### config.mk
export PLATFORM = sky130hd
export DESIGN_NAME = regfile_writeback
export DESIGN_NICKNAME = d
export VERILOG_FILES = /design/src/rtl/beta_pkg.sv /design/src/rtl/wb_fwd_match.sv /design/src/rtl/regfile_writeback.sv
export SDC_FILE = /design/constraint.sdc
export NUM_CORES = 1
export LEC_CHECK = 0
export CAP_MARGIN = 20
export CELL_PAD_IN_SITES_DETAIL_PLACEMENT = 1
export CELL_PAD_IN_SITES_GLOBAL_PLACEMENT = 1
export CORE_UTILIZATION = 25
export DETAILED_ROUTE_END_ITERATION = 12
export PLACE_DENSITY_LB_ADDON = 0.1
export SLEW_MARGIN = 5
export SYNTH_ARGS = -nofsm -noshare
export SYNTH_HDL_FRONTEND = slang
export SYNTH_HIERARCHICAL = 1
export SYNTH_SLANG_ARGS = --single-unit
### constraint.sdc
create_clock -name clock -period 2.6 [get_ports clock]
set_input_delay 0.26 -clock clock [delete_from_list [all_inputs] [get_ports clock]]
set_output_delay 0.26 -clock clock [all_outputs]
set_load 0.02 [all_outputs]
### src/rtl/beta_pkg.sv
// beta_pkg: shared encodings for the Beta writeback path.
//   - WDSEL_* : write-data source select (PC+4, ALU result, memory load data)
//   - R_*     : architectural register indices with special meaning
//   - wb_state_e : writeback stage FSM states
package beta_pkg;

    localparam logic [1:0] WDSEL_PC4 = 2'd0;
    localparam logic [1:0] WDSEL_ALU = 2'd1;
    localparam logic [1:0] WDSEL_MEM = 2'd2;

    localparam logic [4:0] R_BP   = 5'd27;
    localparam logic [4:0] R_LP   = 5'd28;
    localparam logic [4:0] R_SP   = 5'd29;
    localparam logic [4:0] R_XP   = 5'd30;
    localparam logic [4:0] R_ZERO = 5'd31;

    typedef enum logic [1:0] {
        WB_IDLE      = 2'd0,
        WB_WAIT_LOAD = 2'd1,
        WB_WRITE     = 2'd2
    } wb_state_e;

endpackage

### src/rtl/wb_fwd_match.sv
// wb_fwd_match: compares one operand-read register against the pending
// writeback destination and produces the forwarding outcome.
// Ports:
//   stg_valid  in   stage holds an accepted instruction
//   stg_real   in   that instruction really writes the regfile
//   stg_wait   in   stage is still waiting for load data
//   stg_dest   in   pending destination (XP already substituted)
//   stg_data   in   pending write data (meaningful only when not waiting)
//   rs         in   operand register being read
//   hit        out  forward stg_data for this operand
//   stall      out  operand depends on a load that has not returned
//   data       out  forwarded value, 0 when no hit
module wb_fwd_match
    import beta_pkg::*;
#(
    parameter int unsigned DATA_W   = 32,
    parameter logic [4:0]  ZERO_REG = R_ZERO
) (
    input  logic              stg_valid,
    input  logic              stg_real,
    input  logic              stg_wait,
    input  logic [4:0]        stg_dest,
    input  logic [DATA_W-1:0] stg_data,
    input  logic [4:0]        rs,
    output logic              hit,
    output logic              stall,
    output logic [DATA_W-1:0] data
);

    logic match;

    assign match = stg_valid & stg_real & (rs == stg_dest) & (stg_dest != ZERO_REG);
    assign hit   = match & ~stg_wait;
    assign stall = match & stg_wait;
    assign data  = hit ? stg_data : '0;

endmodule

### src/rtl/regfile_writeback.sv
// regfile_writeback: single-stage writeback driver for the Beta regfile.
// Accepts retiring instructions, selects the write data (PC+4 / ALU / load),
// waits for load data when required and pulses the regfile write port for
// one cycle. Also reports forwarding hits/stalls for the pending result.
// Optional build macro WB_STATS_EN enables the stat_* counters; without it
// the stat ports read 0.
// Ports:
//   clock, reset           clock, synchronous active-high reset
//   in_valid/in_ready      retire handshake
//   in_rc, in_werf, in_wasel, in_wdsel, in_pc4, in_alu   retiring instruction
//   mem_rdata, mem_rvalid  load return (only looked at while waiting)
//   wdata, rc, wasel, werf regfile write port, werf is a one-cycle pulse
//   fwd_ra/fwd_rb          operand registers being read
//   fwd_*_hit/fwd_*_data   forwarded pending result
//   fwd_stall              an operand waits on an outstanding load
//   stat_writes            werf pulses since reset
//   stat_load_wait         cycles spent waiting for load data since reset
module regfile_writeback
    import beta_pkg::*;
#(
    parameter int unsigned DATA_W   = 32,
    parameter logic [4:0]  XP_REG   = R_XP,
    parameter logic [4:0]  ZERO_REG = R_ZERO
) (
    input  logic              clock,
    input  logic              reset,
    input  logic              in_valid,
    output logic              in_ready,
    input  logic [4:0]        in_rc,
    input  logic              in_werf,
    input  logic              in_wasel,
    input  logic [1:0]        in_wdsel,
    input  logic [DATA_W-1:0] in_pc4,
    input  logic [DATA_W-1:0] in_alu,
    input  logic [DATA_W-1:0] mem_rdata,
    input  logic              mem_rvalid,
    output logic [DATA_W-1:0] wdata,
    output logic [4:0]        rc,
    output logic              wasel,
    output logic              werf,
    input  logic [4:0]        fwd_ra,
    input  logic [4:0]        fwd_rb,
    output logic              fwd_a_hit,
    output logic              fwd_b_hit,
    output logic [DATA_W-1:0] fwd_a_data,
    output logic [DATA_W-1:0] fwd_b_data,
    output logic              fwd_stall,
    output logic [31:0]       stat_writes,
    output logic [31:0]       stat_load_wait
);

    wb_state_e         state, state_nx;
    logic              stg_real;
    logic [4:0]        stg_dest;

    logic              accept, acc_real, acc_load, load_done;
    logic [4:0]        acc_dest;
    logic [DATA_W-1:0] acc_data;

    assign in_ready  = (state != WB_WAIT_LOAD);
    assign accept    = in_valid & in_ready;
    assign acc_dest  = in_wasel ? XP_REG : in_rc;
    // Exceptions always write XP, so R31 only suppresses non-exception writes.
    assign acc_real  = in_werf & (in_wasel | (in_rc != ZERO_REG));
    // A load to R31 still waits for its data; it just never writes.
    assign acc_load  = in_werf & ~in_wasel & (in_wdsel == WDSEL_MEM);
    assign load_done = (state == WB_WAIT_LOAD) & mem_rvalid;

    always_comb begin
        acc_data = in_alu;
        if (in_wasel || in_wdsel == WDSEL_PC4)
            acc_data = in_pc4;
    end

    always_comb begin
        state_nx = state;
        case (state)
            WB_IDLE, WB_WRITE:
                if (accept) state_nx = acc_load ? WB_WAIT_LOAD : WB_WRITE;
                else        state_nx = WB_IDLE;
            WB_WAIT_LOAD:
                if (mem_rvalid) state_nx = WB_WRITE;
            default:
                state_nx = WB_IDLE;
        endcase
    end

    // wdata/rc/wasel only update on a real write, so they double as the
    // stage data for forwarding while in WRITE.
    always_ff @(posedge clock) begin
        if (reset) begin
            state    <= WB_IDLE;
            stg_real <= 1'b0;
            stg_dest <= '0;
            wdata    <= '0;
            rc       <= '0;
            wasel    <= 1'b0;
            werf     <= 1'b0;
        end else begin
            state <= state_nx;
            werf  <= 1'b0;
            if (accept) begin
                stg_real <= acc_real;
                stg_dest <= acc_dest;
                if (acc_real && !acc_load) begin
                    wdata <= acc_data;
                    rc    <= acc_dest;
                    wasel <= in_wasel;
                    werf  <= 1'b1;
                end
            end else if (load_done && stg_real) begin
                wdata <= mem_rdata;
                rc    <= stg_dest;
                wasel <= 1'b0;
                werf  <= 1'b1;
            end
        end
    end

    // Forwarding: one matcher per operand read port.
    logic [1:0][4:0]        rs_v;
    logic [1:0]             hit_v, stall_v;
    logic [1:0][DATA_W-1:0] data_v;

    assign rs_v[0] = fwd_ra;
    assign rs_v[1] = fwd_rb;

    for (genvar p = 0; p < 2; p++) begin : g_fwd
        wb_fwd_match #(
            .DATA_W   (DATA_W),
            .ZERO_REG (ZERO_REG)
        ) u_match (
            .stg_valid (state != WB_IDLE),
            .stg_real  (stg_real),
            .stg_wait  (state == WB_WAIT_LOAD),
            .stg_dest  (stg_dest),
            .stg_data  (wdata),
            .rs        (rs_v[p]),
            .hit       (hit_v[p]),
            .stall     (stall_v[p]),
            .data      (data_v[p])
        );
    end

    assign fwd_a_hit  = hit_v[0];
    assign fwd_b_hit  = hit_v[1];
    assign fwd_a_data = data_v[0];
    assign fwd_b_data = data_v[1];
    assign fwd_stall  = |stall_v;

`ifdef WB_STATS_EN
    logic [31:0] wr_cnt, wait_cnt;

    always_ff @(posedge clock) begin
        if (reset) begin
            wr_cnt   <= '0;
            wait_cnt <= '0;
        end else begin
            if (werf)                   wr_cnt   <= wr_cnt + 32'd1;
            if (state == WB_WAIT_LOAD)  wait_cnt <= wait_cnt + 32'd1;
        end
    end

    assign stat_writes    = wr_cnt;
    assign stat_load_wait = wait_cnt;
`else
    assign stat_writes    = '0;
    assign stat_load_wait = '0;
`endif

endmodule

==> run metrics <==
top_reg_cell synth=dfxtp_1; PwrDens=353.3 nW/um^2; Root Driver=clkbuf_16; initial core utilization=0.2577; final setup vio count=0; Max Cap Viol=0; Max Fclk=393.5 MHz; Post-DP HPWL=14020 um; initial detailed-routing violation count=119; DIE HEIGHT=136.0 um; storage element area=942.2 sq um; RSZ-0062 raised after global routing=no; routed wl met3=1199 um; Mean Syn Cell Area=7.846 sq um; cell area after layout=6915 sq um; Final Wtd Congestion=0.7528; fin crit period=2.541 ns; post-synthesis sequential area ratio=0.2096; largest cells by area after synthesis=dfxtp_1, nor4_2, nand2_1; Setup TNS Final=0 ns; drt pass-1 iters=4; Netlist cell types=39; routed length on met1=8224 um; Clock H-tree levels=2; DRC viols=0; initial antenna violation count=0; Rows=48; Hold WS=0.4516 ns; Multi-input gate area=3068 sq um; WP data required=2.34 ns; most frequent cell after synthesis=nand2_1; post-synthesis cell area=4488 sq um; Antenna Nets Post-Route=0; met2 WL=9152 um; YS warnings=6; type of destination of the critical path=output port; ANT cells=0; Post-synth top cells=nand2_1, buf_4, nor4_2; Synth area leader=dfxtp_1; largest net degree at the start of global routing=48; placed cell areas=6848 sq um; status=finished, final reports clean; Final Hold Viols=0; input/output buffers=225; Final WS setup=0.05902 ns; drt via density=4.786; routed len/inst=18.69 um; Die Area=18490 sq um; Worst VDD drop=0.2567 mV; Final Max Tran Viols=0; layout cell share with drive strength beyond 1=0.2221; Syn Inst Count=572; number of global-route vias before repair=4953; total setup buffers inserted after CTS=0; die width=136.0 um; clock sinks=47; Worst Skew=0.01181 ns; DR top layer=met4; worst-path maximum fanout=17; HP Class=input pin to flip-flop; via count=4805; Post-layout nets=897; async set-or-reset flop fraction in the synthesized netlist=0; clock latency on the worst-skew pair=0.30 ns; EDFF count, synth=0; worst setup path category=input pin to output port; Post-Place Cells=994; clock-pin slew on the worst setup and hold paths=0.07 ns; arrival time worst endpoint=2.28 ns; startpoint class of the critical path=input pin; CTS Buf Count=5; Worst-Margin Slew=0.9509 ns; fin cells=1004; Routed WL=18770 um; crit share post-route=0.9773; clock tree buffer depth=2; total grt overflow=0; Tot GR Track Use=0.2002; core area=17420 sq um; I/O pin count=290; fillers=2099; #FFs+latches synth=47; area grow syn2layout=54.08%; normalized max-slew margin=0.3644; pre-CTS WS=-0.5592 ns; Yosys top cell area share=0.2096; first-pass GRT wire length=28580 um; Static Leak=2.696 nW; CTS tree=yes
==> where the power goes <==
part	total, W	internal, W	switching (W)
registers	0.000818	0.000766	0.0000523
clock network	0.000775	0.000458	0.000317
logic	0.000850	0.000387	0.000462
total	0.00244	0.00161	0.000832
==> timing repair <==
| action | 4_1_cts | 5_1_grt |
|---|---|---|
| endpoints found under the hold margin | 0 | 0 |
| hold buffers | 0 | 0 |
| gates cloned | 1 | 0 |
| setup endpoints to repair | 67 | 43 |
| gates resized for setup | 154 | 94 |
==> layer usage <==
| metal | GRT usage | up-vias |
|---|---|---|
| met4 | 0.04259 | 0 |
| met5 | 0 | - |
| met2 | 0.3461 | 173 |
| li1 | - | 2291 |
| met1 | 0.2527 | 2331 |
| met3 | 0.04362 | 10 |
==> kinds of logic after synthesis <==
family / share of synthesized area
simple gates: 0.3646
buf+inv: 0.1834
compound gates: 0.1380
flops: 0.2096
mux: 0.08391
xor+xnor: 0.01951
other cells: 0.0008356
==> placed cells by master (no fill, tap or decap), types with 3 or more instances in the layout <==
cell	instances
clkdlybuf4s15_1	9
dfxtp_1	46
nor4_1	6
nor2_4	3
nor4_4	8
buf_4	29
a311o_1	32
clkbuf_16	5
a21oi_1	40
mux2i_1	32
nand3_1	3
nor2b_1	5
o21ai_0	3
a211oi_1	4
buf_2	17
clkbuf_2	22
xor2_1	6
nand2_1	165
inv_1	4
dlygate4sd2_1	11
clkdlybuf4s50_1	156
mux2_2	5
xnor2_1	4
nor2_1	8
buf_12	9
nor4_2	54
conb_1	64
==> worst paths after layout <==
| check | to | cells after the start | slack [ns] | start |
|---|---|---|---|---|
| setup reg to reg | rc[1] | 7 | 0.52 | state[0] |
| hold reg to reg | wdata[0] | 2 | 0.49 | wdata[0] |
| setup / recovery | fwd_a_data[30] | 6 | 0.06 | fwd_ra[0] |
| hold / removal | wdata[29] | 4 | 0.45 | reset |
==> state kept, by name (all words and copies together) (netlist names) <==
name      count
rc            5
state         2
stg_dest      5
stg_real      1
wasel         1
wdata        32
werf          1
==> layout make-up <==
class	count	area share
multi-input combinational	460	0.4436
inverter	6	0.003257
clock inverter	3	0.006694
sequential	47	0.1362
tap	225	0.04071
clock buffer	5	0.01809
timing repair buffer	258	0.3514
==> stage by stage <==
step / power, W / util
4_1_cts: 0.002467 / 0.3986
3_5_place_dp: 0.001675 / 0.3932
2_1_floorplan: 0.001339 / -
5_1_grt: 0.002569 / 0.3971
3_3_place_gp: 0.001661 / 0.3932
6_report: 0.002443 / 0.3971
==> critical path, cell delays in order <==
cell             delay [ns]
clkdlybuf4s50_1        0.43
xor2_1                 0.15
or4_4                  0.59
buf_12                 0.20
nor4_2                 0.30
clkdlybuf4s15_1        0.35
Power figures use the tool's default switching activity.
==> RTL edit 1: new RTL, config.mk and constraints unchanged <==
`DATA_W` is set to 32 in 2 places; all go to 64.
--- a/src/rtl/wb_fwd_match.sv
+++ b/src/rtl/wb_fwd_match.sv
@@ -15,3 +15,3 @@
 #(
-    parameter int unsigned DATA_W   = 32,
+    parameter int unsigned DATA_W   = 64,
     parameter logic [4:0]  ZERO_REG = R_ZERO
--- a/src/rtl/regfile_writeback.sv
+++ b/src/rtl/regfile_writeback.sv
@@ -20,3 +20,3 @@
 #(
-    parameter int unsigned DATA_W   = 32,
+    parameter int unsigned DATA_W   = 64,
     parameter logic [4:0]  XP_REG   = R_XP,
Interface: changed (6 resized); port bits go from 290 to 482. No check against the original RTL was run, so the function may have changed too.
==> RTL edit 1 against the unedited design <==
Largest cell class unchanged; wire length grew 100%; worst hold slack got worse by 0.019 ns; synthesized area up 72%; global-route usage rose by 3.4 points; setup slack got worse by 0.10 ns; sequential cell count is 32 higher; clock power up 65%; fmax shrank 3.8%; register-to-register slack got worse by 0.10 ns; critical endpoint is now fwd_b_data[58]; critical path depth stayed put; power up 70%; final area is 80% higher; the flow now finishes with violations (negative setup slack).
==> RTL edit 1: results (changes against the unedited design) <==
* First-pass GRT wire length at 55970 um (+96%)
* Leak pwr at 4.700 nW (+74%)
* Place WS at -0.5200 ns (+0.03927 ns)
* Cell Count, Final, Fillers Out at 1744 (+74%)
* Layout cells sized above 1 at 24.83% (+2.6 points)
* GR Layer Usage met3 at 3.599% (-0.76 points)
* Buffers, non-clock at 474 (+84%)
* Startpoint class of the critical path: register
* Most instantiated cells after synthesis: nand2_1 (199), nand2b_1 (130), nor4_2 (80)
* Starting DRT DRC Count at 372 (+210%)
* DRT Wirelength at 37970 um (+100%)
* Critical path peak fanout at 11 (-6)
* Failing checks: negative setup slack
* Status: finished with violations
* Initial antenna violation count at 1 (+1)
* Sequential share of the synthesized area at 20.55% (-0.42 points)
* Worst Setup EP: fwd_b_data[58]
* # fillers at 3607 (+72%)
* Worst-case hold path end point: rc[4]
* I/O Buffers at 417 (+85%)
* Setup violators final at 8 (+8)
* Peak supply drop at 0.0002928 V (+14%)
* Layout non-clock buf frac at 35.64% (+0.50 points)
* Fin nets at 1564 (+74%)
* Skew-Pair Late Insertion Delay at 0.34 ns (+0.04 ns)
* Max incr delay on CP at 0.62 ns (+0.03 ns)
* Setup TNS at -0.1768 ns (-0.1768 ns)
* Fin worst setup slack at -0.04063 ns (-0.09965 ns)
* GR Layer Usage met1 at 27.68% (+2.4 points)
* Total GRT Usage at 23.39% (+3.4 points)
* Seq/total area at 12.79% (-0.83 points)
* Count of multi-input gates at 781 (+70%)
* Mux contribution to synthesized area at 9.298% (+0.91 points)
* Slew @ Worst Pin at 0.6923 ns (-0.2587 ns)
* Number of global-route vias before repair at 8946 (+81%)
* Xor/xnor share of the synthesized area at 1.138% (-0.81 points)
* Post-DP HPWL at 27310 um (+95%)
* Sink Count at 79 (+68%)
* Max H-tree Level at 3 (+1)
* Reg2reg setup slack at 0.42 ns (-0.10 ns)
* Netlist cell types at 41 (+5.1%)
* Area of the multi-input gates at 5607 um^2 (+83%)
RTL edit 1: changes by cell type in the layout (fill, tap and decap cells not counted), sizes merged, moves of 62 or more:
| cell | change |
|---|---|
| buf | +115 |
| clkdlybuf4s50 | +127 |
| nand2b | +129 |
| nor4 | +62 |
RTL edit 1: per-layer routing:
| layer | vias up | share of wire, % | wire [um] |
|---|---|---|---|
| li1 | 4109 | - | - |
| met1 | 4222 | 41 | 15500 |
| met2 | 366 | 50 | 18960 |
| met3 | 63 | 5.6 | 2125 |
| met4 | 0 | 3.6 | 1377 |
| met5 | - | 0 | 0 |
RTL edit 1: what timing repair did:
item | in CTS | in global routing
buffers inserted | 3 | 5
gates resized for setup | 587 | 111
pin swaps | 5 | 8
setup endpoints to repair | 128 | 98
gates cloned | 3 | 0
RTL edit 1: worst min-delay path, cell delays in order:
cell and delay [ns]:
buf_4 0.19, nor2b_1 0.14, mux2_4 0.14
==> RTL edit 2: new RTL, config.mk and constraints unchanged <==
Made on the original files. The 3 states of `wb_state_e` get a one-hot encoding in 3 bits.
--- a/src/rtl/beta_pkg.sv
+++ b/src/rtl/beta_pkg.sv
@@ -16,6 +16,6 @@
 
-    typedef enum logic [1:0] {
-        WB_IDLE      = 2'd0,
-        WB_WAIT_LOAD = 2'd1,
-        WB_WRITE     = 2'd2
+    typedef enum logic [2:0] {
+        WB_IDLE      = 3'b001,
+        WB_WAIT_LOAD = 3'b010,
+        WB_WRITE     = 3'b100
     } wb_state_e;
Formal check against the unedited RTL: same outputs for any inputs over 10 cycles, from zero or initial values and one cycle with reset high; not proved beyond that.
==> RTL edit 2 against the unedited design <==
Power down 5.9%; die area up 2.7%; critical endpoint is now fwd_b_data[31]; largest cell class unchanged; final area up 1.8%; synthesized area up 2.7%; setup slack better by 0.0048 ns; first-iteration DRC count down 13%; wire length down 2.9%; sequential cell count up 1; worst hold slack better by 0.022 ns; critical path depth unchanged; highest routed layer unchanged.
==> RTL edit 2: results (changes against the unedited design) <==
* Status: complete, no violations
* CP delay by family, top: buffers and inverters
* Antenna viol nets, final at 0 (unchanged)
* Leak pwr at 2.830 nW (+5.0%)
* Worst Setup EP: fwd_b_data[31]
* Worst-case hold path end point: wasel
* CTS buffer count at 5 (unchanged)
* Post-DP Area at 6968 um^2 (+1.8%)
* Sequential share of the synthesized area at 20.84% (-0.12 points)
* Peak supply drop at 0.0002124 V (-17%)
* Placed cells at 975 (-1.9%)
* Routed vias/inst at 4.721 (-1.4%)
* Hold path startpoint: wasel
* Largest net degree at the start of global routing at 47 (-2.1%)
* Post-Syn Instances at 545 (-4.7%)
* Starting DRT DRC Count at 103 (-13%)
* GR Layer Usage met1 at 21.92% (-3.3 points)
* Fin nets at 873 (-2.7%)
* Sw Pwr at 783.6 uW (-5.8%)
* Met2 wire len at 9237 um (+0.93%)
* Hold Path Class: reg -> reg
* Layout cells sized above 1 at 21.94% (-0.27 points)
* Drt wl/cell at 18.57 um (-0.67%)
* Most instantiated cells after synthesis: nand2_1 (106), buf_4 (69), mux2i_1 (65)
* Max incr delay on CP at 0.57 ns (-0.02 ns)
* Number of global-route vias before repair at 4855 (-2.0%)
* Initial antenna violation count at 0 (unchanged)
* Reg2reg setup slack at 0.36 ns (-0.16 ns)
* GR Layer Usage met3 at 4.231% (-0.13 points)
* Setup TNS at 0 ns (unchanged)
* Relative slew margins at 40.35% (+3.9 points)
* Worst Hold Path Cells at 2 (-2)
* Met2 usage at 35.09% (+0.48 points)
* GPL Wtd Cong at 0.7372 (-2.1%)
* Worst R2R Start: state[1]
* DRT Wirelength at 18220 um (-2.9%)
* CP Launch Point: fwd_rb[2]
* Post-DP HPWL at 13690 um (-2.4%)
* Tcrit/Tclk final at 97.54% (-0.19 points)
* Top area cells in the synthesized netlist: dfxtp_1 (21%), nor4_2 (15%), mux2i_1 (14%)
* # fillers at 2118 (+0.91%)
* Place WS at -0.4866 ns (+0.07262 ns)
* M1 WL at 7541 um (-8.3%)
* Final hold slack at 0.4734 ns (+0.02179 ns)
* Fin Clk Skew at 0.009276 ns (-0.002531 ns)
* Max H-tree Level at 2 (unchanged)
* Critical R2R Capture: rc[1]
* Postcts setup bufs at 0 (unchanged)
* Total GRT Usage at 19.03% (-0.99 points)
* Met3 wire length at 1220 um (+1.8%)
* Netlist cell types at 41 (+5.1%)
* Async SR Flop Fraction at 0% (unchanged)
* Busiest grt layer: met2
* First-pass GRT wire length at 27050 um (-5.3%)
* Clock Tree Buf Depth at 2 (unchanged)
* Largest registers: wdata x32, rc x5, stg_dest x5
## RTL edit 2: cell count changes after synthesis, moves of 4 or more
| cell | before | now |
|---|---|---|
| a211o_1 | 0 | 32 |
| buf_6 | 9 | 13 |
| buf_4 | 65 | 69 |
| nand2_1 | 167 | 106 |
| clkbuf_1 | 33 | 28 |
| mux2_2 | 5 | 0 |
| mux2_1 | 0 | 4 |
| a211oi_2 | 0 | 4 |
| a311o_1 | 32 | 0 |
| mux2i_1 | 32 | 65 |
## RTL edit 2: timing repair
item | CTS | global route
endpoints found under the setup margin | 67 | 36
hold buffers | 0 | 0
cloned | 1 | 0
gates resized for setup | 214 | 50
pin swaps | 1 | 0
## RTL edit 2: kinds of logic after synthesis
family | synth area share, %
and+or+nand+nor | 31.29
buffers and inverters | 18.02
AOI/OAI and AO/OA | 12.78
muxes | 15.09
DFF | 20.84
xor gates and xnor gates | 1.900
other | 0.08133
## RTL edit 2: cell type report
| type | instances | area, um^2 | share of cell area, % |
|---|---|---|---|
| Tap cell | 229 | 286.5 | 4.072 |
| Clock buffer | 5 | 125.1 | 1.778 |
| Multi-Input combinational cell | 435 | 3124 | 44.40 |
| Sequential cell | 48 | 960.9 | 13.66 |
| Inverter | 5 | 18.77 | 0.2667 |
| Timing Repair Buffer | 259 | 2521 | 35.83 |
## RTL edit 2: power by group through the flow
| stage | registers, mW | logic, mW | clock network, mW |
|---|---|---|---|
| finish | 0.833 | 0.841 | 0.625 |
| floorplan | 0.882 | 0.482 | 0 |
| global placement | 0.849 | 0.822 | 0 |
| detailed placement | 0.851 | 0.841 | 0 |
| CTS | 0.834 | 0.847 | 0.658 |
| global route | 0.841 | 0.908 | 0.673 |
